### config.mk
export PLATFORM = sky130hd
export DESIGN_NAME = mux_rr_arbiter
export DESIGN_NICKNAME = d
export VERILOG_FILES = /design/src/rtl/mux_arb_pkg.sv /design/src/rtl/mux_assign.sv /design/src/rtl/mux_rr_arbiter.sv
export SDC_FILE = /design/constraint.sdc
export NUM_CORES = 1
export LEC_CHECK = 0
export ABC_CLOCK_PERIOD_IN_PS = 2500
export BUFFER_PORTS_ARGS = -buffer_cell sky130_fd_sc_hd__buf_4
export CORE_MARGIN = 2
export CORE_UTILIZATION = 35
export DETAILED_ROUTE_END_ITERATION = 6
export GPL_TIMING_DRIVEN = 0
export MAX_ROUTING_LAYER = met4
export PLACE_DENSITY_LB_ADDON = 0.15
export SYNTH_ARGS = -nofsm -noshare
export SYNTH_HDL_FRONTEND = slang
export SYNTH_SLANG_ARGS = --single-unit
### constraint.sdc
create_clock -name clk -period 2.5 [get_ports clk]
set_input_delay 0.25 -clock clk [delete_from_list [all_inputs] [get_ports clk]]
set_output_delay 0.25 -clock clk [all_outputs]
set_load 0.005 [all_outputs]
### src/rtl/mux_arb_pkg.sv
// Shared types and constants for the two-source round-robin mux arbiter.
//   arb_state_e : arbiter ownership state (IDLE, SERVE_A, SERVE_B)
//   SEL_A/SEL_B : mux select encodings
//   STAT_W      : width of the optional transfer counters
package mux_arb_pkg;

  typedef enum logic [1:0] {
    IDLE    = 2'd0,
    SERVE_A = 2'd1,
    SERVE_B = 2'd2
  } arb_state_e;

  localparam logic SEL_A = 1'b0;
  localparam logic SEL_B = 1'b1;

  localparam int unsigned STAT_W = 16;

endpackage

### src/rtl/mux_assign.sv
// Plain 2:1 datapath mux.
//   in_A, in_B : data inputs
//   sel        : 0 selects in_A, 1 selects in_B
//   out        : selected word
module mux_assign #(
  parameter int unsigned WIDTH = 8
) (
  input  logic [WIDTH-1:0] in_A,
  input  logic [WIDTH-1:0] in_B,
  input  logic             sel,
  output logic [WIDTH-1:0] out
);

  assign out = sel ? in_B : in_A;

endmodule

### src/rtl/mux_rr_arbiter.sv
// Two-requester round-robin arbiter sharing a 2:1 mux between sources A and B.
// The granted word is registered into a one-entry valid/ready output stage.
// The current owner may keep the mux for up to BURST_MAX beats while the
// other source waits.
//
// Ports:
//   clk, rst_n             : clock, asynchronous active-low reset
//   a_valid/a_data/a_ready : source A channel
//   b_valid/b_data/b_ready : source B channel
//   out_valid/out_data     : registered output word, out_ready from downstream
//   sel                    : current mux select (0 = A, 1 = B)
// Optional (macro MUX_ARB_STATS_EN):
//   stats_clr              : synchronous clear of both transfer counters
//   cnt_a, cnt_b           : saturating per-source transfer counters
module mux_rr_arbiter
  import mux_arb_pkg::*;
#(
  parameter int unsigned WIDTH     = 8,
  parameter int unsigned BURST_MAX = 4
) (
  input  logic              clk,
  input  logic              rst_n,
  input  logic              a_valid,
  input  logic [WIDTH-1:0]  a_data,
  output logic              a_ready,
  input  logic              b_valid,
  input  logic [WIDTH-1:0]  b_data,
  output logic              b_ready,
  output logic              out_valid,
  output logic [WIDTH-1:0]  out_data,
  input  logic              out_ready,
`ifdef MUX_ARB_STATS_EN
  input  logic              stats_clr,
  output logic [STAT_W-1:0] cnt_a,
  output logic [STAT_W-1:0] cnt_b,
`endif
  output logic              sel
);

  localparam int unsigned CntW = $clog2(BURST_MAX + 1);
  localparam logic [CntW-1:0] BurstMax = CntW'(BURST_MAX);

  arb_state_e      r_state, w_state_nxt;
  logic            r_prio, w_prio_nxt;
  logic            r_sel;
  logic [CntW-1:0] r_burst_cnt, w_burst_nxt, w_burst_inc;
  logic            r_out_valid;
  logic [WIDTH-1:0] r_out_data;

  logic             w_grant_a, w_grant_b;
  logic             w_below_max;
  logic             w_load_en;
  logic             w_xfer_a, w_xfer_b;
  logic             w_mux_sel;
  logic [WIDTH-1:0] w_mux_out;

  assign w_below_max = (r_burst_cnt < BurstMax);
  assign w_burst_inc = w_below_max ? r_burst_cnt + CntW'(1) : r_burst_cnt;

  // Grant decision.
  always_comb begin
    w_grant_a = 1'b0;
    w_grant_b = 1'b0;
    case (r_state)
      SERVE_A: begin
        if (a_valid && (w_below_max || !b_valid)) w_grant_a = 1'b1;
        else if (b_valid)                         w_grant_b = 1'b1;
      end
      SERVE_B: begin
        if (b_valid && (w_below_max || !a_valid)) w_grant_b = 1'b1;
        else if (a_valid)                         w_grant_a = 1'b1;
      end
      default: begin
        if (r_prio == SEL_A) begin
          if (a_valid)      w_grant_a = 1'b1;
          else if (b_valid) w_grant_b = 1'b1;
        end else begin
          if (b_valid)      w_grant_b = 1'b1;
          else if (a_valid) w_grant_a = 1'b1;
        end
      end
    endcase
  end

  // With no grant the select keeps its last value.
  assign w_mux_sel = w_grant_b ? SEL_B : (w_grant_a ? SEL_A : r_sel);

  // Ready and select are forced low while reset is asserted, since the grant
  // logic alone would otherwise offer a slot during reset.
  assign w_load_en = !r_out_valid || out_ready;
  assign a_ready   = rst_n && w_load_en && w_grant_a;
  assign b_ready   = rst_n && w_load_en && w_grant_b;
  assign sel       = rst_n ? w_mux_sel : SEL_A;
  assign w_xfer_a  = a_valid && a_ready;
  assign w_xfer_b  = b_valid && b_ready;

  mux_assign #(
    .WIDTH (WIDTH)
  ) u_mux (
    .in_A (a_data),
    .in_B (b_data),
    .sel  (w_mux_sel),
    .out  (w_mux_out)
  );

  // Ownership / priority / burst next-state. Under backpressure nothing moves.
  always_comb begin
    w_state_nxt = r_state;
    w_prio_nxt  = r_prio;
    w_burst_nxt = r_burst_cnt;
    if (w_xfer_a) begin
      w_state_nxt = SERVE_A;
      w_prio_nxt  = SEL_B;
      w_burst_nxt = (r_state == SERVE_A) ? w_burst_inc : CntW'(1);
    end else if (w_xfer_b) begin
      w_state_nxt = SERVE_B;
      w_prio_nxt  = SEL_A;
      w_burst_nxt = (r_state == SERVE_B) ? w_burst_inc : CntW'(1);
    end else if (w_load_en && !a_valid && !b_valid) begin
      w_state_nxt = IDLE;
      w_burst_nxt = '0;
    end
  end

  always_ff @(posedge clk or negedge rst_n) begin
    if (!rst_n) begin
      r_state     <= IDLE;
      r_prio      <= SEL_A;
      r_sel       <= SEL_A;
      r_burst_cnt <= '0;
      r_out_valid <= 1'b0;
      r_out_data  <= '0;
    end else begin
      r_state     <= w_state_nxt;
      r_prio      <= w_prio_nxt;
      r_sel       <= w_mux_sel;
      r_burst_cnt <= w_burst_nxt;
      if (w_xfer_a || w_xfer_b) begin
        r_out_valid <= 1'b1;
        r_out_data  <= w_mux_out;
      end else if (out_ready) begin
        r_out_valid <= 1'b0;
      end
    end
  end

  assign out_valid = r_out_valid;
  assign out_data  = r_out_data;

`ifdef MUX_ARB_STATS_EN
  logic [STAT_W-1:0] r_cnt_a, r_cnt_b;

  // Clear wins over a same-cycle increment; counters stick at all-ones.
  always_ff @(posedge clk or negedge rst_n) begin
    if (!rst_n) begin
      r_cnt_a <= '0;
      r_cnt_b <= '0;
    end else if (stats_clr) begin
      r_cnt_a <= '0;
      r_cnt_b <= '0;
    end else begin
      if (w_xfer_a && (r_cnt_a != '1)) r_cnt_a <= r_cnt_a + STAT_W'(1);
      if (w_xfer_b && (r_cnt_b != '1)) r_cnt_b <= r_cnt_b + STAT_W'(1);
    end
  end

  assign cnt_a = r_cnt_a;
  assign cnt_b = r_cnt_b;
`endif

endmodule

==> impl_summary.md, run 1 <==
Drt
After detailed routing, the average wire length per cell comes to 13.7 um. The count of nets left with antenna violations once routing finished came out at 0. Detailed routing inserted a total of a little under 900 vias. The detailed-route DRC error count is 0. The detail-routed via count per cell is 5.38. Wires add up to 2.26 mm. After the first detailed-routing iteration, the DRC count stood at 11.

The number of detailed-routing iterations run before antenna repair is 4.

STA
The peak clock frequency supported by timing is 0.430 GHz. After routing, the total negative slack on setup checks comes to 0 ns. The tightest hold path in the finished design has a slack of 0.235 ns. The final-report setup violation count is 0. The final count of hold timing violations was 0. The actual transition at the worst max-transition pin is around 0.47 ns. The count of final max-slew check failures was 0. For the final database, setup skew stands at ~0.0054 ns.

The worst slew margin relative to its limit is slightly below 70%. Setup repair after global routing left no endpoint under its margin. The post-route fraction of the period consumed by the critical path is 93.0%. The clock period minus final worst setup slack is 2.33 ns.

Floorplanning
In this run the horizontal extent of the chip is 56.9 um. The area of the core is 0.00271 mm2. The vertical die dimension is 56.9 um. The count of pins on the block boundary is 33. The die covers 0.00323 mm2.

The effective utilization at floorplan is 36.1%. In this run the core area contains 19 standard-cell rows.

Logic synthesis
The number of nets in the synthesized netlist is 121. By area the synthesized netlist is led by dfrtp_1 41%, mux2i_1 10%, o21ai_0 4.6%. The simple-gate share of the synthesized area is 13.0%. The number of distinct library cells after synthesis is 35. Summing the sequential cell areas from Yosys gives around two fifths of the chip area. A synthesized cell averages 10.1 um2. After synthesis, the largest family of logic cells by area is compound AO/OA/AOI/OAI gates. The synthesized design devotes to its leading area cell type 40.9% of total area. The number of synthesized register bits is 16.

The mux share of post-synthesis cell area is roughly a tenth. The fraction of the mapped netlist area in compound gates is a little under a quarter. Of the total synthesized cell area, the portion taken by XOR and XNOR cells is less than 1%. The cell area that synthesis handed to floorplanning was 978 um2. The count of warnings emitted by yosys is 0.

dfrtp_1 takes more of the synthesized area than any other cell. The adder-cell share of the synthesized area is 3.84%. The number of standard cells after synthesis is 97.

Worst setup path
The kind of critical path is reg2out. The largest fanout on the critical path is 10. STA classifies the critical path startpoint as a register. The kind of capture point of the worst setup path is an output pin.

The required time reported for the critical path endpoint is approximately 2.3 ns. In this design, the largest share of critical-path delay is due to compound AO/OA/AOI/OAI gates. Walking the worst path, the cells encountered are inv_1, ha_4, and3_1, a211o_2, a22oi_4, buf_12, nor2b_1, buf_4.

The longest individual stage delay on the worst path is 0.39 ns. The library cell contributing the largest single delay on the critical path is dfrtp_1. Together, buffers and inverters on the worst path number 3. The worst path arrival time is 2.08 ns.

Layout
The finished layout cell area is 0.00132 mm2. In the layout the commonest cells are 32 x buf_4, 16 x dfrtp_1, 10 x mux2i_1, 9 x o21ai_1, 9 x o21ai_0. The utilization after layout is 48.8%. The leading cell type in the layout, fill and taps excluded is buf_4.

The number of antenna diodes in the final layout is 0. In the final layout, the share of cells above drive strength 1 is 35.8%. At the end of the flow, the number of nets in the layout was 159.

Compared with the post-synthesis result, the final layout area differs by 35.0%.

Power and ir drop
Across the VDD grid, the largest voltage drop is 0.673 mV. The static leakage is 0.618 nW. The power after layout is ~1.5 mW. Dividing total power by cell area gives a power density of approximately 1100 mW/mm2.

Placement
Once placement finished, the instance area stood at 0.00126 mm2. The global placer's final weighted congestion is between 0.7 and 0.8. The HPWL after detailed placement is ~1.7 mm. The quantity of I/O buffers inserted on ports is 32.

Clock network
The maximum root-to-sink buffer count is 2. The cell at the root of the clock tree is clkbuf_4. The clock sink total is 16.

At the later pin of the worst-skew pair, clock insertion delay measures 0.28 ns. The CTS tree is yes. The H-tree depth is 1. The number of buffers added by the clock tree synthesis step is 3. The clock transition at the registers of the reported paths is 0.10 ns. In this run the post-CTS setup repair buffer count came out at 0.

Global routing
For this run, the total global-route usage over all layers was measured as 16.2%. Entering global routing, the biggest net connects 22 pins. Global routing finished with a remaining overflow of 0. The via count of the first global-routing pass is 877. The initial antenna violation count is 0. The first global-routing pass estimated 3.94 mm of wire.

Run status
The flow ran to the end, and the final reports show no timing, DRC or antenna violations.

Hold path
The worst hold path belongs to the class in2reg.

Flow run
The number of max-cap violations is 0.
==> layout make-up <==
class	count	area [um2]
fillers	271	1390
well taps	31	38.8
repair buffers	33	250
flip-flops and latches	16	400
clock buffers	4	36.3
plain buffers	5	51.3
multi-input cells	71	526
inverters	5	18.8
==> kinds of logic after synthesis <==
logic type	Yosys count
xor+xnor	1
mux	10
compound gates	34
fa+ha+maj	3
simple gates	23
flops	16
buf+inv	10
==> per-layer routing <==
metal,vias to the layer above,share of wire [%],track usage (%)
li1,432,-,-
met2,20,49,27.2
met1,433,47,19.3
met5,-,0,-
met4,0,0.58,5.98
met3,2,3.4,3.00
==> registers in the layout, summed over array words and instances, names as in the netlist <==
register / flops
out_valid: 1
out_data: 8
r_sel: 1
r_state: 2
r_prio: 1
r_burst_cnt: 3
==> metrics by stage <==
| step | instances | setup WS, ns |
|---|---|---|
| finish | 165 | 0.175 |
| floorplan | 97 | 0.581 |
| CTS | 165 | 0.0923 |
| detailed placement | 160 | 0.409 |
| global placement | 160 | 0.438 |
| global route | 165 | 0.0153 |
==> worst reg2reg max path, stage by stage (launching register included) <==
cell	delay, ns
dfrtp_1	0.39
inv_1	0.12
ha_4	0.23
and3_1	0.19
a211oi_2	0.36
a21oi_2	0.06
buf_2	0.20
o21ai_1	0.26
o22ai_1	0.13
==> what timing repair did <==
item                                    CTS  global route
endpoints found under the setup margin    0             1
hold endpoints to repair                 16             0
hold buffers                              1             0
resized for setup                         0             2
==> cells in the mapped netlist <==
| library cell | instances |
|---|---|
| nor3_1 | 1 |
| a211o_2 | 1 |
| a31o_1 | 2 |
| a211oi_2 | 1 |
| dfrtp_1 | 16 |
| clkbuf_1 | 1 |
| o31a_1 | 1 |
| o21ai_1 | 9 |
| a22oi_4 | 1 |
| buf_6 | 2 |
| o31ai_1 | 1 |
| mux2i_1 | 10 |
| nand3b_1 | 2 |
| o311a_1 | 1 |
| o21ai_0 | 9 |
| a21oi_2 | 1 |
| or2_4 | 1 |
| buf_2 | 1 |
| a211oi_1 | 1 |
| inv_2 | 1 |
| ha_1 | 3 |
| buf_12 | 1 |
| a31oi_1 | 2 |
| a22oi_1 | 1 |
| a21o_1 | 1 |
| nor2b_1 | 2 |
| nor2_1 | 3 |
| xor2_1 | 1 |
| nor4b_1 | 1 |
| nand2_1 | 6 |
| inv_1 | 4 |
| o22ai_1 | 2 |
| and3_1 | 2 |
| nand2b_1 | 2 |
| nand4_1 | 3 |
==> power by group <==
part | total, mW | internal, mW | switching, mW
registers | 0.444 | 0.374 | 0.0701
logic | 0.895 | 0.457 | 0.437
clock network | 0.168 | 0.0885 | 0.0794
==> worst paths after layout <==
kind / cells past startpoint / endpoint / slack (ns) / startpoint
max in group asynchronous: 2 / r_state[1] / 1.92 / rst_n
min: 3 / out_data[0] / 0.24 / b_data[0]
max reg2reg: 8 / r_state[1] / 0.44 / r_state[0]
max: 8 / sel / 0.17 / r_state[0]
min in group asynchronous: 2 / out_data[0] / 0.37 / rst_n
min reg2reg: 2 / out_data[0] / 0.53 / out_data[0]
(Power assumes the default switching activity.)
==> run 2, diff against run 1 <==
--- a/config.mk
+++ b/config.mk
@@ -8,10 +8,9 @@
 export ABC_CLOCK_PERIOD_IN_PS = 2500
 export BUFFER_PORTS_ARGS = -buffer_cell sky130_fd_sc_hd__buf_4
 export CORE_MARGIN = 2
-export CORE_UTILIZATION = 35
+export CORE_UTILIZATION = 25
 export DETAILED_ROUTE_END_ITERATION = 6
 export GPL_TIMING_DRIVEN = 0
-export MAX_ROUTING_LAYER = met4
 export PLACE_DENSITY_LB_ADDON = 0.15
 export SYNTH_ARGS = -nofsm -noshare
 export SYNTH_HDL_FRONTEND = slang
==> impl_summary.md, run 2 (synthesis results as in run 1) <==
Placement
The global placer's final weighted congestion is 0.688 (-8.8%). The HPWL after detailed placement came to 1.76 mm (+4.7%). The worst slack at placement is 0.390 ns (-0.0181 ns). The standard cell area after detailed placement is 0.00128 mm2 (+1.7%). The quantity of I/O buffers inserted on ports is 32 (unchanged).

The number of instances in the placed design is 177 (+11%).

Floorplanning
The count of pins on the block boundary was 33 (unchanged). The number of standard-cell rows in the floorplan came to 22 (+3). The die width was 66.6 um (+17%).

The effective utilization at floorplan is 26.3% (-9.8 points). The floorplan die area is 0.00443 mm2 (+37%). The vertical die dimension is 66.6 um (+17%). The area of the core is 0.00372 mm2 (+37%).

Drt
The number of vias in the routed layout is 869 (-2.0%). The initial detailed-routing violation count came to 27 (+16). The detail-routed via count per cell is 4.80 (-11%).

The detailed-route DRC error count came to 0 (unchanged). The number of detailed-routing iterations run before antenna repair is 4 (unchanged). The wire length reported by the detailed router came to 2.35 mm (+4.1%). The average wire per cell in the routed design was 13.0 um (-5.1%). The remaining antenna violation count after routing is 0 (unchanged).

Clock network
The cell at the root of the clock tree is clkbuf_8. The clock latency reported for the late side of the worst-skew pair is 0.24 ns (-0.04 ns). The maximum root-to-sink buffer count was 2 (unchanged). The number of buffers added by the clock tree synthesis step came to 3 (unchanged). The clock transition at the registers of the reported paths came to 0.06 ns (-0.04 ns). TritonCTS built the clock tree. The H-tree depth is 1 (unchanged). The clock sink total is 16 (unchanged).

STA
The setup TNS is 0 ns (unchanged). The worst slew margin relative to its limit is 68.4% (-0.34 points). Setup repair after global routing left no endpoint under its margin. The peak clock frequency supported by timing is 0.426 GHz (-0.85%). The actual transition at the worst max-transition pin is 0.474 ns (+0.00503 ns). The final-report setup violation count is 0 (unchanged). The clock tree skew after final layout is 0.000489 ns (-0.00491 ns). The post-layout worst setup margin is 0.155 ns (-0.0200 ns). The clock period minus final worst setup slack is 2.35 ns (+0.0200 ns).

The count of final max-slew check failures came to 0 (unchanged). The post-route fraction of the period consumed by the critical path is 93.8% (+0.80 points). The final count of hold timing violations was 0 (unchanged). The worst hold margin is 0.272 ns (+0.0374 ns).

Global routing
The initial antenna violation count was 0 (unchanged). The wire length of the first global-routing pass came to 3.95 mm (+0.36%). The global-route congestion overflow total is 0 (unchanged).

The maximum number of pins on one net before global-route repair is 22 (unchanged). The via count of the first global-routing pass is 884 (+0.80%). The total track usage is 11.8% (-4.4 points).

Layout
The final instance count without filler cells came to 181 (+9.7%). The number of flip-flops under the largest register name is 8 (unchanged). The utilization after layout is 35.8% (-13 points). The multi-input logic area is 508 um2 (-3.3%).

The library cells used most frequently in the layout, excluding fill and tap cells, are 32 x buf_4, 16 x dfrtp_1, 10 x mux2i_1, 9 x o21ai_1, 9 x o21ai_0. The finished layout cell area is 0.00133 mm2 (+0.66%). The number of nets in the layout was 159 (unchanged).

The sequential standard cell area is 400 um2 (unchanged). Leaving out fill and tap cells, the most frequent cell in the layout is buf_4. The number of fill cells is 399 (+47%). The number of antenna diodes is 0 (unchanged). The area growth from synthesis to layout is 35.9%. The fraction of layout instances using a drive strength above 1 is 33.8% (-2.0 points).

Power and ir drop
The static leakage came to 0.617 nW (about the same). The power after layout is 1.50 mW (-0.25%). The total power divided by cell area is 1130 mW/mm2 (-0.91%). The worst vdd rail ir drop came to 0.477 mV (-29%).

Flow run
The number of max-cap violations came to 0 (unchanged).

Worst setup path
On the critical path, the stage with the largest delay is an instance of a211o_2. The cell class contributing the biggest share of worst-path delay is compound AO/OA/AOI/OAI gates. The worst path arrival time is 2.10 ns (+0.02 ns). The kind of critical path is reg2out.

The largest fanout on the critical path is 10 (unchanged). The longest individual stage delay on the worst path is 0.38 ns (about the same). The worst setup path is captured at an output pin.

Tracing the worst setup path back leads to its startpoint at r_state[0]. Traced cell by cell, the critical path runs through inv_1, ha_1, and3_1, a211o_2, a22oi_4, buf_12, nor2b_1, buf_4. The required time reported for the critical path endpoint was 2.25 ns (about the same). The buffer and inverter count on the worst path came to 3 (unchanged).

The reg-to-reg startpoint is r_state[0]. The kind of start point of the critical path is a register.

Hold path
The startpoint identified for the worst hold timing path is b_data[0]. The worst hold-check path type is in2reg.

Run status
The run finished with clean final reports.
## run 2: tightest hold or removal path, stage by stage
cell and delay, ns:
buf_4 0.07, mux2i_1 0.05, o21ai_1 0.10
## run 2: metal layers
layer,vias up,GRT usage (%),wire length [um],part of all wire [%]
met5,-,0,0,0
met3,0,2.20,151,6.4
li1,429,-,-,-
met2,27,21.5,1210,52
met1,413,13.6,986,42
met4,0,3.83,0,0
## run 2: worst paths after layout
| kind | slack (ns) | end | depth (start not counted) |
|---|---|---|---|
| min | 0.27 | out_data[0] | 3 |
| min reg2reg | 0.52 | r_prio | 1 |
| max reg2reg | 0.41 | r_state[1] | 8 |
| min in group asynchronous | 0.44 | out_data[7] | 2 |
| max | 0.15 | sel | 8 |
| max in group asynchronous | 1.85 | r_prio | 2 |
## run 2: area by class of cell
cell class | instances | area share (%)
Multi-Input combinational cell | 71 | 38.2
Inverter | 5 | 1.41
Sequential cell | 16 | 30.1
Clock buffer | 3 | 3.10
Buffer | 5 | 3.86
Timing Repair Buffer | 33 | 18.8
Tap cell | 48 | 4.52
## run 2: repair_timing
item / in CTS / in global routing
buffers inserted: 0 / 0
hold buffers: 1 / 0
endpoints found under the hold margin: 16 / 0
resized for setup: 0 / 0
## run 2: report_power, final
part	switching [mW]	total (mW)	internal [mW]
combinational	0.433	0.869	0.436
clock	0.0836	0.190	0.107
sequential	0.0684	0.443	0.375
total	0.585	1.50	0.918
